## src/rtl/cpu_pkg.sv

```systemverilog
// Shared CPU definitions used by the branch prediction unit.
//   bp_mode_t    : prediction strategy select
//   btb_entry_t  : one BTB slot (the per-entry counter lives in a sat_counter)
//   BP_CTR_INIT  : allocation value for a ctr_w-bit counter (weakly taken)
package cpu_pkg;

    typedef enum logic [1:0] {
        NOT_TAKEN  = 2'b00,
        TAKEN      = 2'b01,
        DELAY_SLOT = 2'b10,
        DYNAMIC    = 2'b11
    } bp_mode_t;

    // Tag is stored zero-extended to 32 bits so every depth shares one layout.
    typedef struct packed {
        logic        valid;
        logic [31:0] tag;
        logic [31:0] target;
    } btb_entry_t;

    // Weakly-taken start value: only the MSB set.
    function automatic int unsigned BP_CTR_INIT(input int unsigned ctr_w);
        return 32'd1 << (ctr_w - 1);
    endfunction

endpackage

```

## src/rtl/sat_counter.sv

```systemverilog
// Saturating up/down counter with synchronous load.
//   clk, rst      : clock, synchronous active-high reset (count <= 0)
//   inc, dec      : step up / down; both together hold the value
//   load/load_val : overwrite the count (takes priority over stepping)
//   count         : current value, sticks at 0 and at all-ones
module sat_counter #(
    parameter int W = 2
) (
    input  logic         clk,
    input  logic         rst,
    input  logic         inc,
    input  logic         dec,
    input  logic         load,
    input  logic [W-1:0] load_val,
    output logic [W-1:0] count
);

    localparam logic [W-1:0] MAX_VAL = '1;

    always_ff @(posedge clk) begin
        if (rst) begin
            count <= '0;
        end else if (load) begin
            count <= load_val;
        end else if (inc && !dec && count != MAX_VAL) begin
            count <= count + 1'b1;
        end else if (dec && !inc && count != '0) begin
            count <= count - 1'b1;
        end
    end

endmodule

```

## src/rtl/branch_predictor.sv

```systemverilog
// Branch prediction unit: BTB plus per-entry saturating counters.
//   mode                          : NOT_TAKEN / TAKEN / DELAY_SLOT / DYNAMIC
//   if_pc -> pred_taken/target    : same-cycle prediction for the fetch PC
//   ex_*                          : branch resolved in EX, trains the BTB
//   flush/redirect_pc             : mispredict recovery (combinational)
//   branch_count/mispredict_count : saturating performance counters
module branch_predictor
    import cpu_pkg::*;
#(
    parameter int DEPTH  = 16,
    parameter int CTR_W  = 2,
    parameter int STAT_W = 32
) (
    input  logic              clk,
    input  logic              rst,
    input  logic [1:0]        mode,
    input  logic [31:0]       if_pc,
    output logic              pred_taken,
    output logic [31:0]       pred_target,
    input  logic              ex_valid,
    input  logic [31:0]       ex_pc,
    input  logic              ex_taken,
    input  logic [31:0]       ex_target,
    input  logic              ex_pred_taken,
    input  logic [31:0]       ex_pred_target,
    output logic              flush,
    output logic [31:0]       redirect_pc,
    output logic [STAT_W-1:0] branch_count,
    output logic [STAT_W-1:0] mispredict_count
);

    localparam int IDX = $clog2(DEPTH);
    localparam logic [CTR_W-1:0] CTR_INIT = CTR_W'(BP_CTR_INIT(CTR_W));

    btb_entry_t       btb_reg [DEPTH];
    logic [CTR_W-1:0] ctr_val [DEPTH];

    bp_mode_t    mode_sel;
    logic [IDX-1:0] if_idx, ex_idx;
    logic [31:0] if_tag, ex_tag;
    logic        if_hit, ex_hit, if_ctr_taken, mispredict;

    assign mode_sel = bp_mode_t'(mode);
    assign if_idx   = if_pc[IDX+1:2];
    assign ex_idx   = ex_pc[IDX+1:2];
    assign if_tag   = if_pc >> (IDX + 2);
    assign ex_tag   = ex_pc >> (IDX + 2);

    // Lookups are forced to miss during reset, even before the valid bits clear.
    assign if_hit = !rst && btb_reg[if_idx].valid && (btb_reg[if_idx].tag == if_tag);
    assign ex_hit = btb_reg[ex_idx].valid && (btb_reg[ex_idx].tag == ex_tag);

    // Comparing against the weakly-taken value is the same as testing the MSB.
    assign if_ctr_taken = (ctr_val[if_idx] >= CTR_INIT);

    always_comb begin
        pred_taken = 1'b0;
        case (mode_sel)
            TAKEN:   pred_taken = if_hit;
            DYNAMIC: pred_taken = if_hit && if_ctr_taken;
            default: pred_taken = 1'b0;
        endcase
    end

    assign pred_target = pred_taken ? btb_reg[if_idx].target : if_pc + 32'd4;

    assign mispredict = ex_valid &&
                        ((ex_taken != ex_pred_taken) ||
                         (ex_taken && (ex_target != ex_pred_target)));
    assign flush = mispredict;

    // In delay-slot mode the slot instruction survives, so fall-through skips it.
    always_comb begin
        if (ex_taken) begin
            redirect_pc = ex_target;
        end else if (mode_sel == DELAY_SLOT) begin
            redirect_pc = ex_pc + 32'd8;
        end else begin
            redirect_pc = ex_pc + 32'd4;
        end
    end

    // A taken resolve always writes the indexed slot: on a hit it refreshes
    // the target, on a miss it allocates over whatever was there.
    always_ff @(posedge clk) begin
        if (rst) begin
            for (int i = 0; i < DEPTH; i++) begin
                btb_reg[i].valid <= 1'b0;
            end
        end else if (ex_valid && ex_taken) begin
            btb_reg[ex_idx] <= '{valid: 1'b1, tag: ex_tag, target: ex_target};
        end
    end

    generate
        for (genvar gi = 0; gi < DEPTH; gi++) begin : g_ctr
            logic sel;
            assign sel = ex_valid && (ex_idx == IDX'(gi));

            sat_counter #(.W(CTR_W)) u_ctr (
                .clk      (clk),
                .rst      (rst),
                .inc      (sel && ex_hit && ex_taken),
                .dec      (sel && ex_hit && !ex_taken),
                .load     (sel && !ex_hit && ex_taken),
                .load_val (CTR_INIT),
                .count    (ctr_val[gi])
            );
        end
    endgenerate

    sat_counter #(.W(STAT_W)) u_branch_count (
        .clk      (clk),
        .rst      (rst),
        .inc      (ex_valid),
        .dec      (1'b0),
        .load     (1'b0),
        .load_val ('0),
        .count    (branch_count)
    );

    sat_counter #(.W(STAT_W)) u_mispredict_count (
        .clk      (clk),
        .rst      (rst),
        .inc      (mispredict),
        .dec      (1'b0),
        .load     (1'b0),
        .load_val ('0),
        .count    (mispredict_count)
    );

endmodule

```

## config.mk

```make
export PLATFORM = sky130hd
export DESIGN_NAME = branch_predictor
export DESIGN_NICKNAME = d
export VERILOG_FILES = /design/src/rtl/cpu_pkg.sv /design/src/rtl/sat_counter.sv /design/src/rtl/branch_predictor.sv
export SDC_FILE = /design/constraint.sdc
export NUM_CORES = 2
export LEC_CHECK = 0
export CAP_MARGIN = 30
export CORE_MARGIN = 2
export CORE_UTILIZATION = 41
export DETAILED_ROUTE_END_ITERATION = 10
export PLACE_DENSITY = 0.56
export SETUP_SLACK_MARGIN = 0.2
export SKIP_CTS_REPAIR_TIMING = 1
export SLEW_MARGIN = 40
export SYNTH_ARGS = -nofsm -noshare
export SYNTH_HDL_FRONTEND = slang
export SYNTH_SLANG_ARGS = --single-unit
```

## constraint.sdc

```tcl
create_clock -name clk -period 9.2 [get_ports clk]
set_clock_uncertainty 0.1 [all_clocks]
set_input_delay 1.84 -clock clk [delete_from_list [all_inputs] [get_ports clk]]
set_output_delay 1.84 -clock clk [all_outputs]
set_load 0.02 [all_outputs]
```

==> run_results.csv <==
group,metric,value,unit
run_status,status,"completed",
synthesis,netlist_top_cells_area,"edfxtp_1 59%, mux4_2 17%, dfxtp_1 4.8%",
global_route,antenna_found_initial,11,
clocking,cts.path.max_buffers,3,
worst_setup_path,path_cells,"clkdlybuf4s50_1 > nor2b_1 > o21ai_0 > or3_1 > or2_2 > nor3_1 > and4_1 > nand2_1 > xor2_1 > o21ai_0 > clkdlybuf4s50_1",
sta,setup-tns-final,0,ns
worst_setup_path,crit_required,7.26,ns
clocking,clk_latency,0.70,ns
worst_setup_path,crit_fanout,6,
synthesis,seq_area_frac_synth,63.81,%
drt,drc,0,
floorplanning,core,0.1142,mm²
synthesis,syn_area_per_cell,16.55,µm²
synthesis,synth_top_area_share,59.05,%
drt,drtPass1Iterations,5,
power,leakage,17.68,nW
flow_run,max_cap_violations,0,
worst_setup_path,critPathMaxStageDelay,0.71,ns
synthesis,ys.flop_type,"edfxtp_1",
synthesis,synth_area_leader_cell,"edfxtp_1",
clocking,clock_sinks,1040,
clocking,clkSlewWorstSetupHoldPaths,0.06,ns
drt,drt-initial-drc-count,3380,
global_route,grt_pass1_wl,215400,µm
sta,tightest_slew,0.9402,ns
sta,slew_headroom,37.17,%
global_route,grt_max_degree,121,
floorplanning,die_area,0.1178,mm²
sta,rsz0062_at_grt,"no",
synthesis,syn_inst,2851,
sta,period_share,92.20,%
clocking,cts_tree,"yes",
worst_setup_path,end_kind,"primary output",
finish,syn2layout_area_growth,17.54,%
placed_design,placed_area,0.05196,mm²
clocking,cts_inserted_buffers,106,
placed_design,io_buffers,264,
floorplanning,die_height,343.3,µm
worst_setup_path,crit_arrival,6.54,ns
worst_setup_path,critPathLaunchType,"primary input",
power,peakVddDrop,0.0001417,V
floorplanning,rows,124,
worst_setup_path,r2r_cells,9,
sta,layout_min_cycle_time,8.482,ns
synthesis,yosysMostFrequentCell,"edfxtp_1",
worst_setup_path,critPathKind,"in -> out",
floorplanning,die_x,343.3,µm
synthesis,synth-edff-count,928,
global_route,overflow,0,
clocking,htree_num_levels,3,
hold_path,hp-class,"reg -> reg",
sta,drv_slew,0,
placed_design,hpwlAfterDp,97110,µm
sta,fmax,0.1179,GHz
synthesis,synth.distinct_cells,76,
sta,hold_violations,0,
hold_path,whs_path_depth,2,
synthesis,syn_area,0.04719,mm²
floorplanning,initial_core_util,41.32,%
drt,via_count,29000,
synthesis,async_flop_share,0,%
power,powerDensity,188.3,mW/mm²
finish,nFillCells,9628,
finish,fin_nets,3302,
synthesis,ys_seq_elements,1040,
finish,largest_reg_flops,944,
clocking,root_buffer,"clkbuf_16",
global_route,grt.total_usage,25.73,%
synthesis,ys.warnings.count,0,
synthesis,synth.cells.most_frequent,"928 x edfxtp_1, 363 x mux4_2, 214 x nor2_1",
placed_design,pre_cts_ws,0.7778,ns
worst_setup_path,cp_slowest_cell,"clkdlybuf4s50_1",
finish,fin_area,0.05547,mm²
sta,setup_ws,0.7180,ns
drt,antenna_left,0,
drt,viasPerCell,6.093,
finish,layout-drive-gt1-share,21.93,%
drt,routed_wl,152200,µm
sta,setup_viol,0,
synthesis,syn-num-nets,2994,
drt,wire_per_inst,31.99,µm
floorplanning,ios,265,
global_route,first_global_vias,29090,
placed_design,globalplace.congestion,0.9254,
## layout make-up
type	instances	area [µm²]	share of cell area [%]
Multi-Input combinational cell	1603	16300	29.39
Clock inverter	62	605.6	1.092
Sequential cell	1040	30110	54.28
Tap cell	1512	1892	3.411
Timing Repair Buffer	373	3541	6.384
Clock buffer	134	2883	5.197
Inverter	35	131.4	0.2369
Antenna cell	1	2.502	0.004512
## cell usage in the layout (no fill, tap or decap), types with 21 or more instances in the layout
master	n
o21ai_0	57
and3_1	27
a21oi_1	75
nand4_1	48
clkinv_1	21
buf_4	97
inv_1	33
mux2i_1	106
clkbuf_16	110
a22oi_1	23
edfxtp_1	928
dfxtp_1	112
nand3_1	67
clkdlybuf4s50_1	252
xor2_1	92
nor2_1	210
nor3_1	22
a211oi_1	21
nand2_1	134
mux4_2	363
xnor2_1	98
## worst max-delay path, delay by kind of cell
kind                   cells  cell delay (ns)
XOR/XNOR                   1             0.15
AND/OR/NAND/NOR            6             2.51
buffers and inverters      2             1.35
AO/OA/AOI/OAI              2             0.67
## cells by family after synthesis
logic type | share of synthesized area [%]
XOR/XNOR | 3.545
multiplexers | 19.86
flip-flops | 63.81
adder cells (fa/ha/maj) | 0.2121
AO/OA/AOI/OAI | 4.014
AND/OR/NAND/NOR | 6.594
buffers and inverters | 1.967
## power by group
group	internal, mW	switching, mW	leakage, nW
sequential	5.17	0.0137	9.25
combinational	0.369	0.547	6.72
clock	2.50	1.85	1.70
## metal layers
metal / share of wire [%] / up-vias / GRT usage (%) / routed length [µm]
met2: 48 / 1412 / 42.34 / 73350
met3: 8.9 / 265 / 5.078 / 13560
met5: 0.040 / - / 0 / 61
li1: - / 12070 / - / -
met4: 3.3 / 8 / 8.624 / 5100
met1: 40 / 15240 / 34.37 / 60180
## worst paths after layout
check / slack [ns] / startpoint / endpoint
setup / recovery: 0.72 / mode[1] / redirect_pc[27]
hold / removal: 0.40 / btb_reg[0][58]$_SDFFE_PP1P_ / btb_reg[0][58]$_SDFFE_PP1P_
setup reg to reg: 4.74 / btb_reg[15][42]$_DFFE_PP_ / g_ctr[3].u_ctr.count[1]$_SDFFE_PP0P_
hold reg to reg: 0.40 / btb_reg[0][58]$_SDFFE_PP1P_ / btb_reg[0][58]$_SDFFE_PP1P_
## metrics by stage
step | power (mW) | utilization, % | instances | hold slack (ns)
after CTS | 10.51 | 48.56 | 4759 | 0.3985
after detailed placement | 6.196 | 45.50 | 4563 | 0.3853
final | 10.45 | 48.57 | 4760 | 0.3964
after global routing | 10.74 | 48.57 | 4759 | 0.4333
after floorplan | 5.767 | - | 2851 | 0.3519
after global placement | 6.182 | 45.44 | 4562 | 0.3650
(Power assumes the default switching activity.)
